## src/rtl/gpi_debounce.sv

```systemverilog
// Pad-input conditioner: per-bit synchroniser feeding a stability-counter debouncer,
// producing clean levels plus single-cycle rise/fall strobes in the clk_sys domain.

module gpi_debounce_lane #(
  parameter int SyncStages     = 2,
  parameter int DebounceCycles = 500000,
  parameter int CntW           = $clog2(DebounceCycles + 1)
) (
  input  logic clk_sys_i,
  input  logic rst_sys_i,
  input  logic raw_i,
  output logic db_o,
  output logic rise_o,
  output logic fall_o
);

  localparam logic [CntW-1:0] CntMax = CntW'(DebounceCycles - 1);

  logic [SyncStages-1:0] sync_q;
  logic                  sync;
  logic [CntW-1:0]       cnt_q, cnt_d;
  logic                  db_q, db_d;
  logic                  rise_q, rise_d;
  logic                  fall_q, fall_d;

  // Plain flop chain: nothing may sit between stages or metastability margin is lost.
  always_ff @(posedge clk_sys_i or posedge rst_sys_i) begin
    if (rst_sys_i) sync_q <= '0;
    else           sync_q <= {sync_q[SyncStages-2:0], raw_i};
  end

  assign sync = sync_q[SyncStages-1];

  // Any agreeing cycle drops the count to zero, so only an unbroken run flips db.
  always_comb begin
    cnt_d  = '0;
    db_d   = db_q;
    rise_d = 1'b0;
    fall_d = 1'b0;
    if (sync != db_q) begin
      if (cnt_q == CntMax) begin
        db_d   = sync;
        rise_d = sync;
        fall_d = ~sync;
      end else begin
        cnt_d = cnt_q + 1'b1;
      end
    end
  end

  always_ff @(posedge clk_sys_i or posedge rst_sys_i) begin
    if (rst_sys_i) begin
      cnt_q  <= '0;
      db_q   <= 1'b0;
      rise_q <= 1'b0;
      fall_q <= 1'b0;
    end else begin
      cnt_q  <= cnt_d;
      db_q   <= db_d;
      rise_q <= rise_d;
      fall_q <= fall_d;
    end
  end

  assign db_o   = db_q;
  assign rise_o = rise_q;
  assign fall_o = fall_q;

endmodule

module gpi_debounce #(
  parameter int Width          = 8,
  parameter int SyncStages     = 2,
  parameter int DebounceCycles = 500000
) (
  input  logic             clk_sys_i,
  input  logic             rst_sys_i,
  input  logic [Width-1:0] raw_i,
  output logic [Width-1:0] db_o,
  output logic [Width-1:0] rise_o,
  output logic [Width-1:0] fall_o,
  output logic             changed_o
);

  localparam int CntW = $clog2(DebounceCycles + 1);

  for (genvar g = 0; g < Width; g++) begin : g_lane
    gpi_debounce_lane #(
      .SyncStages    (SyncStages),
      .DebounceCycles(DebounceCycles),
      .CntW          (CntW)
    ) u_lane (
      .clk_sys_i(clk_sys_i),
      .rst_sys_i(rst_sys_i),
      .raw_i    (raw_i[g]),
      .db_o     (db_o[g]),
      .rise_o   (rise_o[g]),
      .fall_o   (fall_o[g])
    );
  end

  assign changed_o = |(rise_o | fall_o);

endmodule

```

## config.mk

```make
export PLATFORM = sky130hd
export DESIGN_NAME = gpi_debounce
export DESIGN_NICKNAME = d
export VERILOG_FILES = /design/src/rtl/gpi_debounce.sv
export SDC_FILE = /design/constraint.sdc
export NUM_CORES = 1
export LEC_CHECK = 0
export ABC_CLOCK_PERIOD_IN_PS = 19000
export BUFFER_PORTS_ARGS = -buffer_cell sky130_fd_sc_hd__buf_2
export CAP_MARGIN = 0
export CELL_PAD_IN_SITES_DETAIL_PLACEMENT = 0
export CELL_PAD_IN_SITES_GLOBAL_PLACEMENT = 1
export CORE_MARGIN = 10
export CORE_UTILIZATION = 25
export DETAILED_ROUTE_END_ITERATION = 8
export PLACE_DENSITY_LB_ADDON = 0.1
export SYNTH_ARGS = -nofsm -noshare
export SYNTH_HDL_FRONTEND = slang
export SYNTH_SLANG_ARGS = --single-unit
```

## constraint.sdc

```tcl
create_clock -name clk_sys_i -period 19 [get_ports clk_sys_i]
set_clock_uncertainty 0.1 [all_clocks]
set_input_delay 2.85 -clock clk_sys_i [delete_from_list [all_inputs] [get_ports clk_sys_i]]
set_output_delay 2.85 -clock clk_sys_i [all_outputs]
set_load 0.005 [all_outputs]
```

Word level (Yosys, flattened, before mapping). Index checks and enable logic that the tools add are counted.

Add/sub/neg operators: 8. Equality and inequality tests: 16. Multiplexer cells: 48. Bitwise gates (word level): 9. Reductions and logical operators: 9.

Operators by type and width (count): $mux W19 (16); $add A19 B1 Y19 const B (8); $eq A19 B19 Y1 const B (8); $mux W1 (32); $reduce_and A2 Y1 (8); $ne A1 B1 Y1 (8); $not A1 Y1 (8); $or A8 B8 Y8 (1); $reduce_or A8 Y1 (1).

Register bits: 192. Input port bits: 10. Output and inout port bits: 25. Logic and storage cells: 130.

Depth between registers and ports, before layout. Gate-level depths: netlist of run 1.

Word-level depth: 3. Gate-level depth with buffers: 7. Mapped depth without buffers: 5.

Modules after synthesis. Synthesis of run 1 repeated with hierarchy kept, for this count alone.

Cell total of the unflattened synthesis: 885. Area total of the unflattened synthesis: 9570.4 um^2.

Modules (own cells, without submodules): gpi_debounce_lane (instances 8, cells an instance 110, area an instance 1192.4 um^2, seq. area each 600.6 um^2); gpi_debounce (instances 1, cells an instance 5, area an instance 31.3 um^2, seq. area each 0.0 um^2).

Least setup slack after synthesis of run 1. No wires, ideal clock.

Path type: register to output. From: register g_lane[5].u_lane.rise_q. To: output changed_o. Data arrival time: 0.737 ns. Setup slack: 15.313 ns. Stages on the path, launching flop included: 3. Buffers on the path: 0. Cell sequence: dfrtp_1 > nor4_1 > nand4_1.

Word-level cells in the longest chain between the ends: 2.

Ends and longest elaborated chain: from (decl) (RTL line 23) `logic rise_q, rise_d;`; from (signal assigned) (RTL line 60) `rise_q <= rise_d;`; $or A8 B8 Y8 (RTL line 102) `assign changed_o = |(rise_o | fall_o);`; $reduce_or A8 Y1 (RTL line 102); to (decl) (RTL line 82) `output logic changed_o`.

Every way passes these cells.

Worst setup path in the final report of run 1.
From: register g_lane[4].u_lane.fall_q. To: output changed_o.

Word-level cells in the longest chain between the ends: 2.

Ends and longest elaborated chain: from (decl) (RTL line 24) `logic fall_q, fall_d;`; from (signal assigned) (RTL line 61) `fall_q <= fall_d;`; $or A8 B8 Y8 (RTL line 102); $reduce_or A8 Y1 (RTL line 102).

Every way passes these cells.

==> impl_results.md, run 1 <==
- Quantity of hold-fixing buffers added after cts: 0
- Die Span Y: 211 microns
- Clock period minus worst slack: 5210 ps
- Number of synthesized register bits: 192
- Share of power burned in the clock network: 0.467
- Highest ir drop seen on vdd: 0.0000550 V
- Mean routed wirelength per cell: 15.0 microns
- Post-synth cell types: 41
- Vias in the first global route: 6544
- Number of DRC violations after detailed-routing iteration 0: 323
- CP Launch Point: g_lane[4].u_lane.fall_o
- First-pass GRT wire length: 35100 microns
- Number of enable-type register cells in the synthesized netlist: 0
- Kind of end point of the critical path: output pin
- Mapped Cells: 884
- Result of the run: finished clean
- Unrepaired setup endpoints after global routing: false
- Worst slew pin tran: 997 ps
- Leading register cell type out of synthesis: dfrtp_1
- Syn avg cell area: 10.3 sq um
- Total length of routed met3 wires: 854 microns
- Worst Path Class, Setup: flop to output pin
- Fin. Hold Viols: 0
- Crit path required time: 16050 ps
- Post-layout power: 836 uW
- Count of vias placed by the detailed router: 6352
- Pin count of the biggest net entering global routing: 137
- Finished Core Util: 0.288
- Leakage: 0.00412 uW
- # Post-CTS Setup Buffers: 0
- Share of post-route cells with drive strength above 1: 0.112
- Number of cell rows: 69
- Final HPWL from detailed placement: 14200 microns
- Crit path launch type: flop
- Asr flop ratio synth: 1.00
- Number of gates given a new drive strength after cts: 0
- Achievable frequency: 192 MHz
- Drt total wl: 20700 microns
- # H-tree levels: 4
- Number of buffer cells added on primary ports: 34
- I/O Pins: 35
- Most used cells in the layout excluding fill and tap cells: dfrtp_1, nor2_1, xnor2_1, nand3_1, nand2_1
- Full die area: 44400 sq um
- Hold path startpoint: g_lane[2].u_lane.sync_q[0]
- Pins Over Slew Limit: 0
- M1 wire length: 10500 microns
- Die Width: 211 microns
- Clock latency of the later-clocked register in the worst-skew pair: 440 ps
- Detailed route wirelength on metal2: 9070 microns
- Clock sink total: 192
- Setup TNS Final: 0 ps
- Mapped Nets: 902
- Gate power share: 0.030
- Post-detailed-route count of antenna-violating nets: 0
- Portion of the post-synthesis area used by sequential elements: 0.529
- Weighted congestion reported at the end of routability-driven placement: 0.696
- Initial core utilization: 0.254
- Period utilization: 0.274
- Post-synth design cell area: 9090 sq um
- Most common cell after layout, fill and taps aside: dfrtp_1
- DR DRC count: 0
- Critical-path maximum fanout: 2
- Startpoint of the worst register-to-register path: g_lane[7].u_lane.cnt_q[0]
- Clk root buf: clkbuf_16
- Net count of the finished layout: 924
- Area added between synthesis and finish: 13.5%
- Number of CTS-inserted buffers: 17
- Number of antenna violations at the first check in global routing: 2
- Worst min path class: flop to flop
- Core Region: 35700 sq um
- Filler cell count: 3801
- Count of endpoints failing setup in the final report: 0
- Register share of total power: 0.503
- Slew headroom: 0.335
- Internal: 643 uW
- Top layer in use: met4
- Worst Path Arrival: 2260 ps
- Synth warnings: 0
- Power density relative to cell area: 81.0 nW/um^2
- TritonCTS clock tree: yes
- Total global routing track utilization: 0.0975
- Diodes inserted: 0
- Switching power as a share of total power: 0.231
- Iteration count of the initial detailed-routing pass: 6
- Clock slew seen by the registers of the worst setup and hold paths: 80 ps
- Total gr overflow: 0
- Net switching component of the power: 193 uW
- Max Buffers Root-to-Sink: 2
- DR vias/cell: 4.60
- Number of max-capacitance violations reported: 0
[cells in the mapped netlist (18+ instances only)]
cell type / instances / area [sq um]
or3_1: 25 / 156
nor3b_1: 18 / 135
nand2_1: 48 / 180
a21oi_1: 40 / 200
or4_1: 24 / 180
nor4_1: 27 / 169
dfrtp_1: 192 / 4800
xnor2_1: 67 / 587
buf_4: 24 / 180
o21ai_0: 23 / 115
and3_1: 23 / 144
nand4_1: 39 / 244
xor2_1: 37 / 324
nor2_1: 109 / 409
nand3_1: 50 / 250
[power groups by stage]
| stage | logic, uW | registers, uW | clock network [uW] |
|---|---|---|---|
| final | 25.2 | 420 | 390 |
| after global routing | 29.8 | 421 | 428 |
| after CTS | 26.7 | 420 | 408 |
| after detailed placement | 26.6 | 428 | 0 |
| after global placement | 27.3 | 428 | 0 |
| after floorplan | 17.3 | 427 | 0 |
[sequential cells by signal, indices dropped and copies added, names as in the netlist]
| signal | flops |
|---|---|
| g_lane.u_lane.fall_o | 8 |
| g_lane.u_lane.db_o | 8 |
| g_lane.u_lane.rise_o | 8 |
| g_lane.u_lane.sync_q | 16 |
| g_lane.u_lane.cnt_q | 152 |
[routing by layer]
layer,global-route usage,up-vias
li1,-,3181
met3,0.0276,15
met1,0.131,3080
met4,0.0282,0
met5,0,-
met2,0.149,76
[kinds of logic (layout without fill, tap and decap cells)]
group,after synthesis,after routing,synth area share
AND/OR/NAND/NOR,428,428,0.258
flip-flops,192,192,0.529
XOR/XNOR,104,104,0.100
AO/OA/AOI/OAI,88,88,0.0581
buffers and inverters,56,91,0.0336
adder cells (fa/ha/maj),8,8,0.0110
multiplexers,8,8,0.00992
[worst paths after layout]
path,to,slack [ps],depth (start not counted)
setup / recovery,changed_o,13790,3
hold / removal,g_lane[2].u_lane.sync_q[1],250,0
setup reg to reg,g_lane[7].u_lane.cnt_q[14],16380,6
hold reg to reg,g_lane[2].u_lane.sync_q[1],250,0
max in group asynchronous,g_lane[7].u_lane.cnt_q[15],14990,3
min in group asynchronous,g_lane[2].u_lane.db_o,2490,2
[critical path: stages (launching register included)]
cell and delay (ps):
dfrtp_1 380, nor4_1 810, nand4_1 390, buf_2 250
[layout make-up]
type,count,area (sq um),share of cell area
sequential,192,4800,0.466
multi-input combinational,636,3990,0.387
tap,461,577,0.0559
clock buffer,20,467,0.0453
timing repair buffer,43,238,0.0231
clock inverter,12,170,0.0165
inverter,16,67.6,0.00655
[per-stage QoR]
stage	hold slack, ps	setup slack [ps]	std cells	cell area [sq um]
final	253	13790	1380	10300
after global routing	263	13770	1380	10300
after CTS	255	13830	1380	10300
after detailed placement	240	14330	1348	9670
after global placement	232	14300	1348	9670
after floorplan	231	10820	884	9090
Note: power is estimated with default switching activity, not from simulation.
==> run 2: changes to the inputs <==
Settings changed: ABC_AREA from default to 1, ABC_CLOCK_PERIOD_IN_PS 19000 to 5200.
Clock period 19 ns to 5.2 ns, I/O delays scaled along.
==> run 2 against run 1 <==
Compared with the run above: via count increased by 30%; sequential cell count stayed put; sequential share of layout area is 5.7 points lower; largest power group unchanged; setup slack got worse by 11000 ps; synthesized cell count is 57% higher.
==> impl_results.md, run 2 <==
- Worst Path Arrival: 1960 ps (-300 ps)
- Die Span Y: 225 microns (+6.8%)
- Achievable frequency: 353 MHz
- Drt total wl: 26400 microns (+28%)
- Top cell type by total area after synthesis: dfrtp_1
- Result of the run: finished clean
- Largest register by flop count: g_lane.u_lane.cnt_q
- Asr flop ratio synth: 1.00 (unchanged)
- Number of antenna violations at the first check in global routing: 0 (-2)
- Share of power burned in the clock network: 0.457 (-0.010)
- Post-placement cell count: 1934 (+43%)
- Global-route track usage on met3: 0.0193 (-0.00834)
- Final Non-Filler Cells: 1966 (+42%)
- Busiest layer in global routing: met2
- Worst slew pin tran: 930 ps (-67.3 ps)
- Clock latency of the later-clocked register in the worst-skew pair: 460 ps (+20 ps)
- Initial core utilization: 0.251 (-0.00286)
- Setup TNS Final: 0 ps (unchanged)
- Quantity of hold-fixing buffers added after cts: 0 (unchanged)
- Area added between synthesis and finish: 11.9%
- Vias in the first global route: 8531 (+30%)
- # Post-CTS Setup Buffers: 0 (unchanged)
- Fin. Hold Viols: 0 (unchanged)
- Number of max-capacitance violations reported: 0 (unchanged)
- Crit path required time: 4320 ps (-11730 ps)
- Longest individual stage delay on the worst path: 590 ps (-220 ps)
- Crit-path cells: nor4_1, nand4_1, buf_2
- Mean routed wirelength per cell: 13.4 microns (-10%)
- Count of endpoints failing setup in the final report: 0 (unchanged)
- Post-detailed-route count of antenna-violating nets: 0 (unchanged)
- Met2 layer usage reported by global route: 0.176 (+0.0266)
- Period utilization: 0.545
- Die Width: 225 microns (+6.8%)
- First-pass GRT wire length: 44800 microns (+28%)
- Net count of the finished layout: 1432 (+55%)
- Clock period minus worst slack: 2840 ps
- Post-synth top area share: 0.458 (-0.0710)
- Share of post-route cells with drive strength above 1: 0.112 (about the same)
- Leakage: 0.00491 uW (+19%)
- Register share of total power: 0.510 (+0.007)
- Cell with the largest stage delay on the worst path: nor4_1
- Highest ir drop seen on vdd: 0.000189 V (+240%)
- Total global routing track utilization: 0.110 (+0.0130)
- Mapped Cells: 1389 (+57%)
- Worst min path class: flop to flop
- Syn avg cell area: 7.56 sq um (-26%)
- Leading register cell type out of synthesis: dfrtp_1
- Critical-path maximum fanout: 2 (unchanged)
- Count of vias placed by the detailed router: 8287 (+30%)
- Clock slew seen by the registers of the worst setup and hold paths: 80 ps (about the same)
- Post-synth cell types: 31 (-24%)
- Iteration count of the initial detailed-routing pass: 5 (-1)
- Most used cells in the layout excluding fill and tap cells: nor2_1, nand2_1, dfrtp_1, inv_1, nand3_1
- Pins Over Slew Limit: 0 (unchanged)
- Number of CTS-inserted buffers: 17 (unchanged)
- Crit path launch type: flop
- Pin count of the biggest net entering global routing: 168 (+23%)
- Worst Path Class, Setup: flop to output pin
- Post-synth design cell area: 10500 sq um (+16%)
- Number of cells traversed by the worst hold path: 0 (unchanged)
- Total gr overflow: 0 (unchanged)
- Power density relative to cell area: 255 nW/um^2 (+210%)
- TritonCTS clock tree: yes
- Synth warnings: 0 (unchanged)
- DR DRC count: 0 (unchanged)
- DR vias/cell: 4.22 (-8.4%)
- Gate power share: 0.033 (+0.003)
- Switching power as a share of total power: 0.244 (+0.0131)
- Largest cells by area after synthesis: dfrtp_1, nor2_1, nand2_1
- Number of gates given a new drive strength after cts: 0 (unchanged)
- Portion of the post-synthesis area used by sequential elements: 0.458 (-0.0710)
- Logic depth of the worst register-to-register path: 6 (unchanged)
- Diodes inserted: 0 (unchanged)
- Unrepaired setup endpoints after global routing: false
- Filler cell count: 4593 (+21%)
- Weighted congestion reported at the end of routability-driven placement: 0.731 (+5.0%)
- Clk root buf: clkbuf_16
- Cell types with the highest counts after synthesis: nor2_1, nand2_1, dfrtp_1
- Clock sink total: 192 (unchanged)
- Number of DRC violations after detailed-routing iteration 0: 446 (+38%)
- Kind of end point of the critical path: output pin
- Mapped Nets: 1407 (+56%)
- Full die area: 50600 sq um (+14%)
- Number of flip-flops in the largest register: 152 (unchanged)
- Max Buffers Root-to-Sink: 2 (unchanged)
- Most common cell after layout, fill and taps aside: nor2_1
- Final HPWL from detailed placement: 19300 microns (+36%)
- Core Region: 41800 sq um (+17%)
- Global Route met1 Usage: 0.148 (+0.0167)
- Number of synthesized register bits: 192 (unchanged)
- Number of buffer cells added on primary ports: 34 (unchanged)
- Registers with the highest flip-flop counts: g_lane.u_lane.cnt_q x152, g_lane.u_lane.sync_q x16
- # H-tree levels: 4 (unchanged)
- Internal: 2260 uW (+250%)
- I/O Pins: 35 (unchanged)
- Number of enable-type register cells in the synthesized netlist: 0 (unchanged)
- Net switching component of the power: 731 uW (+280%)
- Slew headroom: 0.380 (+0.0449)
- Most frequent cell after synthesis: nor2_1
- Number of cell rows: 75 (+8.7%)
[run 2: area by class of cell]
cell class | instances | area [sq um] | share of cell area
multi-input combinational | 1017 | 4910 | 0.418
timing repair buffer | 36 | 198 | 0.0168
clock inverter | 14 | 153 | 0.0130
tap | 539 | 674 | 0.0574
clock buffer | 18 | 439 | 0.0374
inverter | 150 | 567 | 0.0483
sequential | 192 | 4800 | 0.409
[run 2: path summary, 6_finish.rpt]
| kind | slack, ps | end | from |
|---|---|---|---|
| max | 2360 | changed_o | g_lane[2].u_lane.fall_o |
| min | 250 | g_lane[7].u_lane.sync_q[1] | g_lane[7].u_lane.sync_q[0] |
| max reg2reg | 3350 | g_lane[3].u_lane.cnt_q[5] | g_lane[3].u_lane.db_o |
| max in group asynchronous | 3590 | g_lane[4].u_lane.cnt_q[12] | rst_sys_i |
| min in group asynchronous | 510 | g_lane[5].u_lane.cnt_q[1] | rst_sys_i |
| min reg2reg | 250 | g_lane[7].u_lane.sync_q[1] | g_lane[7].u_lane.sync_q[0] |
[run 2: power by group through the flow]
| stage | combinational [uW] | sequential [uW] | clock, uW |
|---|---|---|---|
| 3_5_place_dp | 105 | 1560 | 0 |
| 4_1_cts | 105 | 1530 | 1440 |
| 3_3_place_gp | 104 | 1560 | 0 |
| 5_1_grt | 118 | 1530 | 1500 |
| 6_report | 97.9 | 1530 | 1370 |
| 2_1_floorplan | 68.5 | 1550 | 0 |
[run 2: through the flow]
stage,hold slack (ps),setup slack [ps],util,total power (uW),area [sq um]
after CTS,247,2240,0.281,3070,11700
after floorplan,231,1840,-,1620,10500
after detailed placement,235,2770,0.267,1660,11200
after global routing,254,2210,0.281,3150,11700
final,248,2360,0.281,2990,11700
after global placement,233,2780,0.267,1660,11200
[run 2: worst max-delay path, delay by kind of cell (launching register included)]
family        cells  cell delay, ps
simple gates      2             890
flops             1             390
buf+inv           1             220
[run 2: logic make-up (layout without fill, tap and decap cells)]
logic type | count (synthesis) | count (layout) | synth area share
adder cells (fa/ha/maj) | 8 | 8 | 0.00954
buffers and inverters | 180 | 218 | 0.0744
AND/OR/NAND/NOR | 881 | 881 | 0.371
AO/OA/AOI/OAI | 59 | 59 | 0.0293
flip-flops | 192 | 192 | 0.458
XOR/XNOR | 69 | 69 | 0.0576
[run 2: per-layer routing]
metal	vias to the layer above	routed length [microns]
li1	4343	-
met1	3867	13200
met2	57	12200
met3	20	620
met4	0	395
met5	-	0
